**src/rtl/serial_chunk_subtractor_if.sv**
```systemverilog
// Handshake and data bundle for serial_chunk_subtractor.
// The overflow signal is present only when SUB_OVERFLOW_EN is defined.
interface serial_chunk_subtractor_if #(parameter int WIDTH = 32);
  logic             in_valid;
  logic             in_ready;
  logic [WIDTH-1:0] a;
  logic [WIDTH-1:0] b;
  logic             borrow_in;
  logic             out_valid;
  logic             out_ready;
  logic [WIDTH-1:0] diff;
  logic             borrow_out;
`ifdef SUB_OVERFLOW_EN
  logic             overflow;

  modport master (output in_valid, a, b, borrow_in, out_ready,
                  input  in_ready, out_valid, diff, borrow_out, overflow);
  modport slave  (input  in_valid, a, b, borrow_in, out_ready,
                  output in_ready, out_valid, diff, borrow_out, overflow);
`else
  modport master (output in_valid, a, b, borrow_in, out_ready,
                  input  in_ready, out_valid, diff, borrow_out);
  modport slave  (input  in_valid, a, b, borrow_in, out_ready,
                  output in_ready, out_valid, diff, borrow_out);
`endif
endinterface

```
**src/rtl/serial_chunk_subtractor.sv**
```systemverilog
// Serial subtractor: computes a - b - borrow_in one CHUNK-bit slice per cycle,
// least-significant chunk first, rippling the borrow through a register.
// Optional macro SUB_OVERFLOW_EN adds a signed-overflow output.
// WIDTH must be a multiple of CHUNK, CHUNK >= 1.
module serial_chunk_subtractor #(
  parameter int WIDTH = 32,
  parameter int CHUNK = 8
) (
  input  logic                      clk,
  input  logic                      rst_n,
  serial_chunk_subtractor_if.slave  bus
);
  localparam int N  = WIDTH / CHUNK;
  localparam int CW = (N > 1) ? $clog2(N) : 1;

  typedef enum logic [1:0] {IDLE, BUSY, DONE} state_t;

  // Operands captured at acceptance; the bus may change freely afterwards.
  typedef struct packed {
    logic [WIDTH-1:0] a;
    logic [WIDTH-1:0] b;
  } opnd_t;

  state_t           state, state_nxt;
  opnd_t            opnd;
  logic [CW-1:0]    idx;
  logic             brw;
  logic [WIDTH-1:0] diff_q;
  logic             bo_q;
  logic [CHUNK:0]   res;
  logic             last;
  logic             accept;
`ifdef SUB_OVERFLOW_EN
  logic             ovf_q;
`endif

  assign accept = (state == IDLE) && bus.in_valid;
  assign last   = (idx == CW'(N - 1));

  // One chunk of the subtraction; the extra MSB is the borrow out of the chunk.
  always_comb begin
    res = {1'b0, opnd.a[int'(idx)*CHUNK +: CHUNK]}
        - {1'b0, opnd.b[int'(idx)*CHUNK +: CHUNK]}
        - {{CHUNK{1'b0}}, brw};
  end

  // State register.
  always_ff @(posedge clk or negedge rst_n) begin
    if (!rst_n) state <= IDLE;
    else        state <= state_nxt;
  end

  // Next-state logic.
  always_comb begin
    state_nxt = state;
    case (state)
      IDLE:    if (bus.in_valid)  state_nxt = BUSY;
      BUSY:    if (last)          state_nxt = DONE;
      DONE:    if (bus.out_ready) state_nxt = IDLE;
      default:                    state_nxt = IDLE;
    endcase
  end

  // Datapath: capture on acceptance, then fill diff one chunk per BUSY cycle.
  always_ff @(posedge clk or negedge rst_n) begin
    if (!rst_n) begin
      opnd   <= '0;
      idx    <= '0;
      brw    <= 1'b0;
      diff_q <= '0;
      bo_q   <= 1'b0;
`ifdef SUB_OVERFLOW_EN
      ovf_q  <= 1'b0;
`endif
    end else if (accept) begin
      opnd   <= '{a: bus.a, b: bus.b};
      brw    <= bus.borrow_in;
      idx    <= '0;
      diff_q <= '0;
      bo_q   <= 1'b0;
`ifdef SUB_OVERFLOW_EN
      ovf_q  <= 1'b0;
`endif
    end else if (state == BUSY) begin
      diff_q[int'(idx)*CHUNK +: CHUNK] <= res[CHUNK-1:0];
      brw <= res[CHUNK];
      idx <= last ? '0 : idx + CW'(1);
      if (last) begin
        bo_q  <= res[CHUNK];
`ifdef SUB_OVERFLOW_EN
        // res[CHUNK-1] is the final sign bit of diff.
        ovf_q <= (opnd.a[WIDTH-1] != opnd.b[WIDTH-1]) &&
                 (res[CHUNK-1]    != opnd.a[WIDTH-1]);
`endif
      end
    end
  end

  assign bus.in_ready   = (state == IDLE);
  assign bus.out_valid  = (state == DONE);
  assign bus.diff       = diff_q;
  assign bus.borrow_out = bo_q;
`ifdef SUB_OVERFLOW_EN
  assign bus.overflow   = ovf_q;
`endif

endmodule

```
**src/flat_wrapper.sv**
```systemverilog
// flat-port wrapper written by rule: the top's interface ports become plain ports
module serial_chunk_subtractor_flat 
#(
  parameter int WIDTH = 32,
  parameter int CHUNK = 8
)
  (clk, rst_n, bus_in_valid, bus_a, bus_b, bus_borrow_in, bus_out_ready, bus_in_ready, bus_out_valid, bus_diff, bus_borrow_out);
  serial_chunk_subtractor_if #(.WIDTH(WIDTH)) bus_i ();
  input  logic clk;
  input  logic rst_n;
  input wire logic [$bits(bus_i.in_valid)-1:0] bus_in_valid;
  input wire logic [$bits(bus_i.a)-1:0] bus_a;
  input wire logic [$bits(bus_i.b)-1:0] bus_b;
  input wire logic [$bits(bus_i.borrow_in)-1:0] bus_borrow_in;
  input wire logic [$bits(bus_i.out_ready)-1:0] bus_out_ready;
  output wire logic [$bits(bus_i.in_ready)-1:0] bus_in_ready;
  output wire logic [$bits(bus_i.out_valid)-1:0] bus_out_valid;
  output wire logic [$bits(bus_i.diff)-1:0] bus_diff;
  output wire logic [$bits(bus_i.borrow_out)-1:0] bus_borrow_out;
  assign bus_i.in_valid = bus_in_valid;
  assign bus_i.a = bus_a;
  assign bus_i.b = bus_b;
  assign bus_i.borrow_in = bus_borrow_in;
  assign bus_i.out_ready = bus_out_ready;
  assign bus_in_ready = bus_i.in_ready;
  assign bus_out_valid = bus_i.out_valid;
  assign bus_diff = bus_i.diff;
  assign bus_borrow_out = bus_i.borrow_out;
  serial_chunk_subtractor #(.WIDTH(WIDTH), .CHUNK(CHUNK)) u_core (.clk(clk), .rst_n(rst_n), .bus(bus_i));
endmodule
```
**config.mk**
```make
export PLATFORM = sky130hd
export DESIGN_NAME = serial_chunk_subtractor_flat
export DESIGN_NICKNAME = d
export VERILOG_FILES = /design/src/rtl/serial_chunk_subtractor_if.sv /design/src/rtl/serial_chunk_subtractor.sv /design/src/flat_wrapper.sv
export SDC_FILE = /design/constraint.sdc
export NUM_CORES = 1
export LEC_CHECK = 0
export BUFFER_PORTS_ARGS = -buffer_cell sky130_fd_sc_hd__buf_2
export CAP_MARGIN = 20
export CORE_MARGIN = 1.5
export CORE_UTILIZATION = 58
export DETAILED_ROUTE_END_ITERATION = 7
export GPL_TIMING_DRIVEN = 1
export HOLD_SLACK_MARGIN = 0.02
export PLACE_DENSITY = 0.86
export SYNTH_ARGS = -nofsm -noshare
export SYNTH_HDL_FRONTEND = slang
export SYNTH_SLANG_ARGS = --single-unit
```
**constraint.sdc**
```tcl
create_clock -name clk -period 8.3 [get_ports clk]
set_input_delay 1.245 -clock clk [delete_from_list [all_inputs] [get_ports clk]]
set_output_delay 1.245 -clock clk [all_outputs]
set_load 0.005 [all_outputs]
```
Word-level counts from Yosys, hierarchy flattened
Cells that the tools add are included.

Flip-flop bits (word level): 102. Bits in latches: 0. Bits in writable memories: 0. ROM bits: 0. Bits of input ports: 69. Output and inout port bits: 35. Logic and storage cells: 42. Memories: 0.

$add $sub $neg: 4. Multiply operators: 0. Divide/modulo/power cells: 0. Magnitude comparators: 0. Eq/ne operators: 6. Shift-type cells: 4. Multiplexer cells: 15. Bitwise logic cells: 0. Reductions and logical operators: 6.

Operator list (count): $mux W32 (2); $shiftx A32 B6 Y8 (2); $neg A5 Y33 (1); $shift A8 B33 Y32 const A (1); $shiftx A8 B33 Y32 (1); $bwmux W32 (1); $mux W2 (6); $sub A8 B8 Y9 (1); $sub A9 B1 Y9 (1); $pmux W2 S3 (1); $mux W1 (5); $eq A2 B2 Y1 const B (2); $ne A2 B2 Y1 const B (2); $reduce_bool A2 Y1 (2); $reduce_and A3 Y1 (1); $add A2 B1 Y2 const B (1); $eq A2 B1 Y1 const B (1); $logic_not A2 Y1 (1); $ne A2 B1 Y1 const B (1); $reduce_and A2 Y1 (1); $logic_and A1 B1 Y1 (1).

Depth between registers and ports, before layout
Gate-level depths: netlist of the first run.

Depth after elaboration: 7. Mapped depth: 12. Gate-level depth less buffers: 11.

Worst setup path after synthesis of the first run
No wires, ideal clock.

Kind: flip-flop to flip-flop. Start: reg u_core.idx[0]. End: reg u_core.bo_q (netlist: u_core.bus.borrow_out). Library setup time: 99 ps. Arrival: 3430 ps. Setup slack: 4771 ps. Stages on the path, launching flop included: 11. Clock period less this slack: 3529 ps. Path through: dfrtp_1 > buf_1 > mux4_2 > fa_1 > fa_1 > nand2b_1 > a31o_2 > a211oi_1 > o21bai_1 > xor2_1 > a311oi_1.

Cells in the longest elaborated chain, start to end: 6. Elaborated cells between the ends (all ways): 10. Those cells by class: 2 x add/sub; 1 x eq/ne; 2 x shift; 3 x mux; 2 x reduce/logical.

RTL lines: from (decl) (RTL line serial_chunk_subtractor.sv:26) `logic [CW-1:0] idx;`; from (signal assigned) (RTL line serial_chunk_subtractor.sv:87) `idx <= last ? '0 : idx + CW'(1);`; $shiftx A32 B6 Y8 (on tied branches) (RTL line serial_chunk_subtractor.sv:42, serial_chunk_subtractor.sv:43); $sub A8 B8 Y9 (RTL line serial_chunk_subtractor.sv:43) `- {1'b0, opnd.b[int'(idx)*CHUNK +: CHUNK]}`; $sub A9 B1 Y9 (RTL line serial_chunk_subtractor.sv:44) `- {{CHUNK{1'b0}}, brw};`; $mux W1 (RTL line serial_chunk_subtractor.sv:88) `if (last) begin`; $mux W1 (RTL line serial_chunk_subtractor.sv:84) `end else if (state == BUSY) begin`; $mux W1 (RTL line serial_chunk_subtractor.sv:75) `end else if (accept) begin`; to (signal assigned) (RTL line serial_chunk_subtractor.sv:89) `bo_q <= res[CHUNK];`; to (decl) (RTL line serial_chunk_subtractor.sv:29) `logic bo_q;`.

Several ways; a longest one is shown, not always the timed one. The select of a mux whose other input is x is not followed. A chain may end at the register's enable or synchronous reset.

Worst setup path in the final report of the first run
Start: reg u_core.idx[1]. End: reg u_core.bo_q (netlist: u_core.bus.borrow_out).

Same word-level chain as after synthesis.

==> reports/results.ini, run 1 <==
[status]
status=finished clean

[die]
pin_count=104
fp.dieArea_um2=8540
die_y_um=92.4
num_rows=32
start_util_pct=60.0
die_w_um=92.4
core_area_um2=7730

[routing]
ant_nets=0
first_iter_violations=176
drt-pass1-iter-count=5
via_per_inst=5.76
drt_wl_total_um=10100
remaining_drc_errors=0
vias=3084
wl_per_cell_um=18.9

[sta]
max_freq_mhz=283
finalHoldViolations=0
worst_pin_slew_ps=870
slew_viol_final=0
rsz0062_at_grt=false
slew_headroom_pct=41.9
tns_ps=0
min_period_over_period_pct=42.5
finalSetupViolCount=0
finalCriticalPeriod_ps=3530
finClkSkew_ps=8.21

[yosys]
synth_ff_type=dfrtp_1
synth_cells=322
postSynthAreaPerCell_um2=14.4
synth-seq-cells=102
synth-seq-area-share_pct=55.0
syn_nets=409
syn_area_um2=4640
synthDistinctLibCells=31
ys_warn_count=0
async_flop_share_pct=100
synth_edf_count=0

[placement]
dp_hpwl_um=7380
place_area_um2=5280
gp_congestion=0.819
io_buffers=103

[clocking]
holdBufCountCts=0
cts_made_buffers=9
clkTransAtPathRegs_ps=100
cts_buffer_depth=2
post_cts_buffers=0
cts_sinks=102
clkLatencyLatePin_ps=360
ctsResizeCount=0
cts_max_level=3
cts_tree=done
cts_root_buffer=clkbuf_8

[hold_path]
hp-start=u_core.bus.diff[29]$_DFFE_PN0P_
hold_class=register to register

[critical_path]
path_common_cell=fa_1
slowest_stage=dfrtp_1
worst-path-max-fanout=19
cp-startpoint=u_core.idx[1]$_DFFE_PN0P_
r2r_setup_slack_ps=4770
crit_path_end=u_core.bus.borrow_out$_DFFE_PN0P_
worstRegToRegCells=9
r2r_end=u_core.bus.borrow_out$_DFFE_PN0P_
r2r-start=u_core.idx[1]$_DFFE_PN0P_
path_depth=9
crit_type=register to register
cp_data_required_time_ps=8560
critPathTopFamily=compound AO/OA/AOI/OAI gates
crit_path_end_kind=register
critPathArrivalTime_ps=3790
slowest_delay_ps=870
crit_chain=mux4_2, fa_1, fa_1, nand2b_1, a31o_2, a211oi_1, o21bai_1, xor2_1, a311oi_1
crit_path_start_kind=register
crit_buf_inv=0

[grt]
grt_max_degree=70
grt_usage_pct=25.8
first_global_vias=3212
antenna_found_initial=0
overflow=0
grt_pass1_wl_um=16800

[final_layout]
area_delta_synth_final_pct=18.2
final_cell_mix=103 x buf_2, 102 x dfrtp_1, 64 x mux2_2
diodes=0
nets=515
final_common_cell=buf_2
final_cell_area_um2=5480
fin_util_pct=71.0
drive_gt1_share_pct=48.0

[run]
maxCapViolCount=0

==> cell usage after synthesis (3+ instances only) <==
cell type / n / area [um^2]
a21o_1: 5 / 37.5
a21oi_1: 4 / 20.0
a22o_1: 33 / 289
buf_1: 3 / 11.3
clkbuf_1: 9 / 33.8
dfrtp_1: 102 / 2550
ha_1: 16 / 200
inv_1: 23 / 86.3
mux2_2: 64 / 721
mux4_2: 16 / 360
nand2_1: 10 / 37.5
nand2b_1: 3 / 18.8
nor2_1: 3 / 11.3
nor4_1: 3 / 18.8
xnor2_1: 3 / 26.3
xor2_1: 4 / 35.0
==> logic make-up (layout without fill, tap and decap cells) <==
group / count (synthesis) / count (layout) / synth area share (%)
buf+inv: 37 / 148 / 3.05
flops: 102 / 102 / 55.0
simple gates: 23 / 23 / 2.56
xor+xnor: 7 / 7 / 1.32
compound gates: 55 / 55 / 9.55
fa+ha+maj: 18 / 18 / 5.18
mux: 80 / 80 / 23.3
==> layer usage <==
layer	wire length, um	share of wire, %	vias to the layer above	GRT usage, %
met5	0	0	-	0
met4	161	1.6	0	9.23
met3	529	5.2	15	5.50
met2	5030	50	98	42.2
met1	4370	43	1573	34.3
li1	-	-	1398	-
==> registers in the layout, summed over array words and instances, names as in the netlist <==
register / count
u_core.idx: 2
u_core.state: 2
u_core.opnd: 64
u_core.bus.diff: 32
u_core.bus.borrow_out: 1
u_core.brw: 1
==> metrics by stage <==
stage / std cells / worst slack [ps] / hold slack (ps)
after floorplan: 322 / 4770 / 475
after global placement: 518 / 4920 / 483
after detailed placement: 519 / 4770 / 486
after CTS: 535 / 4740 / 513
after global routing: 535 / 4600 / 521
final: 535 / 4770 / 506
==> cell type report <==
type,instances,area [um^2]
repair buffers,109,561
multi-input cells,183,1950
clock buffers,9,124
fillers,528,2240
well taps,102,128
inverters,23,86.3
clock inverters,7,81.3
flip-flops and latches,102,2550
==> worst min path at each step <==
stage | endpoint | cells after the start
after CTS | u_core.bus.diff[29]$_DFFE_PN0P_ | 1
after global placement | u_core.bus.diff[13]$_DFFE_PN0P_ | 1
after floorplan | u_core.opnd[23]$_DFFE_PN0P_ | 1
after global routing | u_core.bus.diff[29]$_DFFE_PN0P_ | 1
after detailed placement | u_core.bus.diff[4]$_DFFE_PN0P_ | 1
final | u_core.bus.diff[29]$_DFFE_PN0P_ | 1
==> worst reg2reg max path: stages (launching register included) <==
cell      delay, ps
dfrtp_1         870
mux4_2          440
fa_1            430
fa_1            440
nand2b_1        190
a31o_2          270
a211oi_1        230
o21bai_1        120
xor2_1          160
a311oi_1        300
Power of run 1 is not shown: default switching activity piles up to over one toggle a cycle in this logic, so the estimate is an artifact.
==> inputs of run 2 (changes only) <==
--- a/config.mk
+++ b/config.mk
@@ -8,11 +8,11 @@
 export BUFFER_PORTS_ARGS = -buffer_cell sky130_fd_sc_hd__buf_2
 export CAP_MARGIN = 20
 export CORE_MARGIN = 1.5
-export CORE_UTILIZATION = 58
+export CORE_UTILIZATION = 49
 export DETAILED_ROUTE_END_ITERATION = 7
 export GPL_TIMING_DRIVEN = 1
 export HOLD_SLACK_MARGIN = 0.02
-export PLACE_DENSITY = 0.86
+export PLACE_DENSITY = 0.77
 export SYNTH_ARGS = -nofsm -noshare
 export SYNTH_HDL_FRONTEND = slang
 export SYNTH_SLANG_ARGS = --single-unit
==> constraint.sdc (replaced) <==
create_clock -name clk -period 3.09 [get_ports clk]
set_input_delay 0.4635 -clock clk [delete_from_list [all_inputs] [get_ports clk]]
set_output_delay 0.4635 -clock clk [all_outputs]
set_load 0.005 [all_outputs]
==> run 2 against run 1 <==
  * Sequential share of layout area fell by 1.4 points
  * Register-to-register slack got worse by 4600 ps
  * Largest cell class unchanged
  * Sequential cell count did not move
  * Non-clock buffer count rose by 13
  * Final area rose by 3.1%
  * First-iteration DRC count fell by 21%
  * Hold slack got worse by 280 ps
  * Via count rose by 0.88%
  * Global-route usage fell by 4.1 points
==> reports/results.ini, run 2 (same netlist as run 1, synthesis figures left out) <==
[status]
status=finished clean

[die]
pin_count=104  ; unchanged
fp.dieArea_um2=10100  ; +18%
start_util_pct=50.4  ; -9.6 points
die_w_um=100  ; +8.5%
die_y_um=100  ; +8.5%
core_area_um2=9200  ; +19%
num_rows=35  ; +9.4%

[routing]
wl_per_cell_um=18.0  ; -4.5%
first_iter_violations=139  ; -21%
top_layer=met4
vias=3111  ; +0.88%
wl_met1_um=4470  ; +2.3%
via_per_inst=5.59  ; -3.1%
drt_wl_total_um=10000  ; -0.58%
drt-pass1-iter-count=4  ; -1
wl_met2_um=4820  ; -4.2%
ant_nets=0  ; unchanged
routed-wl-met3_um=516  ; -2.5%
remaining_drc_errors=0  ; unchanged

[clocking]
cts_sinks=102  ; unchanged
cts_root_buffer=clkbuf_8
cts_made_buffers=9  ; unchanged
cts_max_level=3  ; unchanged
holdBufCountCts=0  ; unchanged
cts_tree=done
clkLatencyLatePin_ps=370  ; about the same
cts_buffer_depth=2  ; unchanged
clkTransAtPathRegs_ps=110  ; about the same

[sta]
rsz0062_at_grt=true
worst_pin_slew_ps=999  ; +130 ps
slew_headroom_pct=33.4  ; -8.5 points
setup_ws_ps=143  ; -4630 ps
finalHoldViolations=0  ; unchanged
tns_ps=0  ; unchanged
finalCriticalPeriod_ps=2950  ; -584 ps
max_freq_mhz=339  ; +20%
min_period_over_period_pct=95.4  ; +53 points
finClkSkew_ps=13.7  ; +5.53 ps
slew_viol_final=0  ; unchanged
finalSetupViolCount=0  ; unchanged

[hold_path]
hold_class=input pin to asynchronous set/reset pin

[final_layout]
fin_util_pct=61.5  ; -9.5 points
nets=528  ; +2.5%
regMostFlops=u_core.opnd
area_delta_synth_final_pct=21.9
regArea_um2=2550  ; about the same
multi_input_area_um2=1990  ; +1.7%
largest_reg_flops=64  ; unchanged
diodes=0  ; unchanged
final_common_cell=buf_2
drive_gt1_share_pct=50.9  ; +2.9 points
final_cell_mix=102 x buf_2, 101 x dfrtp_1, 64 x mux2_2
n_fill_cell=739  ; +40%

[grt]
overflow=0  ; unchanged
first_global_vias=3310  ; +3.1%
grt_usage_pct=21.7  ; -4.1 points
grt_pass1_wl_um=16800  ; +0.25%
antenna_found_initial=0  ; unchanged
grt_max_degree=82  ; +17%

[critical_path]
crit_buf_inv=3  ; +3
crit_path_start_kind=register
crit_type=register to register
worst-path-max-fanout=10  ; -9
slowest_stage=mux4_2
r2r_setup_slack_ps=140  ; -4630 ps
r2r_end=u_core.bus.diff[31]$_DFFE_PN0P_
critPathTopFamily=compound AO/OA/AOI/OAI gates
slowest_delay_ps=550  ; -320 ps
critPathArrivalTime_ps=3210  ; -580 ps
crit_chain=buf_4, buf_4, mux4_2, ha_1, inv_1, a211o_1, a311oi_1, o21bai_1, xor2_2, a22o_1
crit_path_end_kind=register
worstRegToRegCells=10  ; +1
cp_data_required_time_ps=3360  ; -5200 ps
path_common_cell=buf_4
r2r-start=u_core.idx[0]$_DFFE_PN0P_

[placement]
place_ws_ps=23.7  ; -4750 ps
io_buffers=103  ; unchanged
dp_hpwl_um=7310  ; -0.83%
gp_congestion=0.784  ; -4.3%

[run]
maxCapViolCount=0  ; unchanged

[run 2: changes by cell type in the layout (fill, tap and decap cells not counted), moves of 2 or more]
| cell | previous run | this run |
|---|---|---|
| buf_12 | 0 | 2 |
| buf_4 | 6 | 18 |
| clkinv_8 | 0 | 2 |
| fa_1 | 2 | 0 |
| fa_2 | 0 | 2 |
[run 2: worst max-delay path by stage]
stage / from / endpoint / slack (ps) / cells after the start
floorplan: u_core.idx[0]$_DFFE_PN0P_ / u_core.bus.borrow_out$_DFFE_PN0P_ / 40 / 10
finish: u_core.idx[0]$_DFFE_PN0P_ / u_core.bus.diff[31]$_DFFE_PN0P_ / 140 / 10
detailed placement: u_core.idx[0]$_DFFE_PN0P_ / u_core.bus.borrow_out$_DFFE_PN0P_ / 20 / 11
global placement: u_core.idx[0]$_DFFE_PN0P_ / u_core.bus.borrow_out$_DFFE_PN0P_ / 130 / 11
global route: u_core.idx[0]$_DFFE_PN0P_ / u_core.bus.borrow_out$_DFFE_PN0P_ / -0.8 / 12
CTS: u_core.idx[0]$_DFFE_PN0P_ / u_core.bus.borrow_out$_DFFE_PN0P_ / 1 / 13
[run 2: final cells by class]
type                       instances  share of cell area [%]
sequential                       102                    45.2
multi-input combinational        183                    35.1
timing repair buffer             122                    12.1
tap                              111                    2.46
clock buffer                       9                    2.19
inverter                          23                    1.53
clock inverter                     7                    1.39
[run 2: timing repair]
| action | in CTS | in global routing |
|---|---|---|
| gates cloned | 0 | 0 |
| gates resized for setup | 1 | 4 |
| setup endpoints to repair | 1 | 8 |
| pin swaps | 3 | 3 |
| setup buffers | 7 | 1 |
[run 2: per-layer routing]
metal  up-vias  GRT usage (%)
li1       1428              -
met1      1558           28.9
met2       107           35.8
met3        18           4.18
met4         0           7.48
met5         -              0
[run 2: metrics by stage]
stage                     cell area, um^2  hold WS [ps]  instances
after global routing                 5650           301        557
after global placement               5360           483        533
after floorplan                      4650           168        322
after detailed placement             5360           489        533
final                                5650           226        557
after CTS                            5620           293        556
Power of run 2 is left out for the same reason.
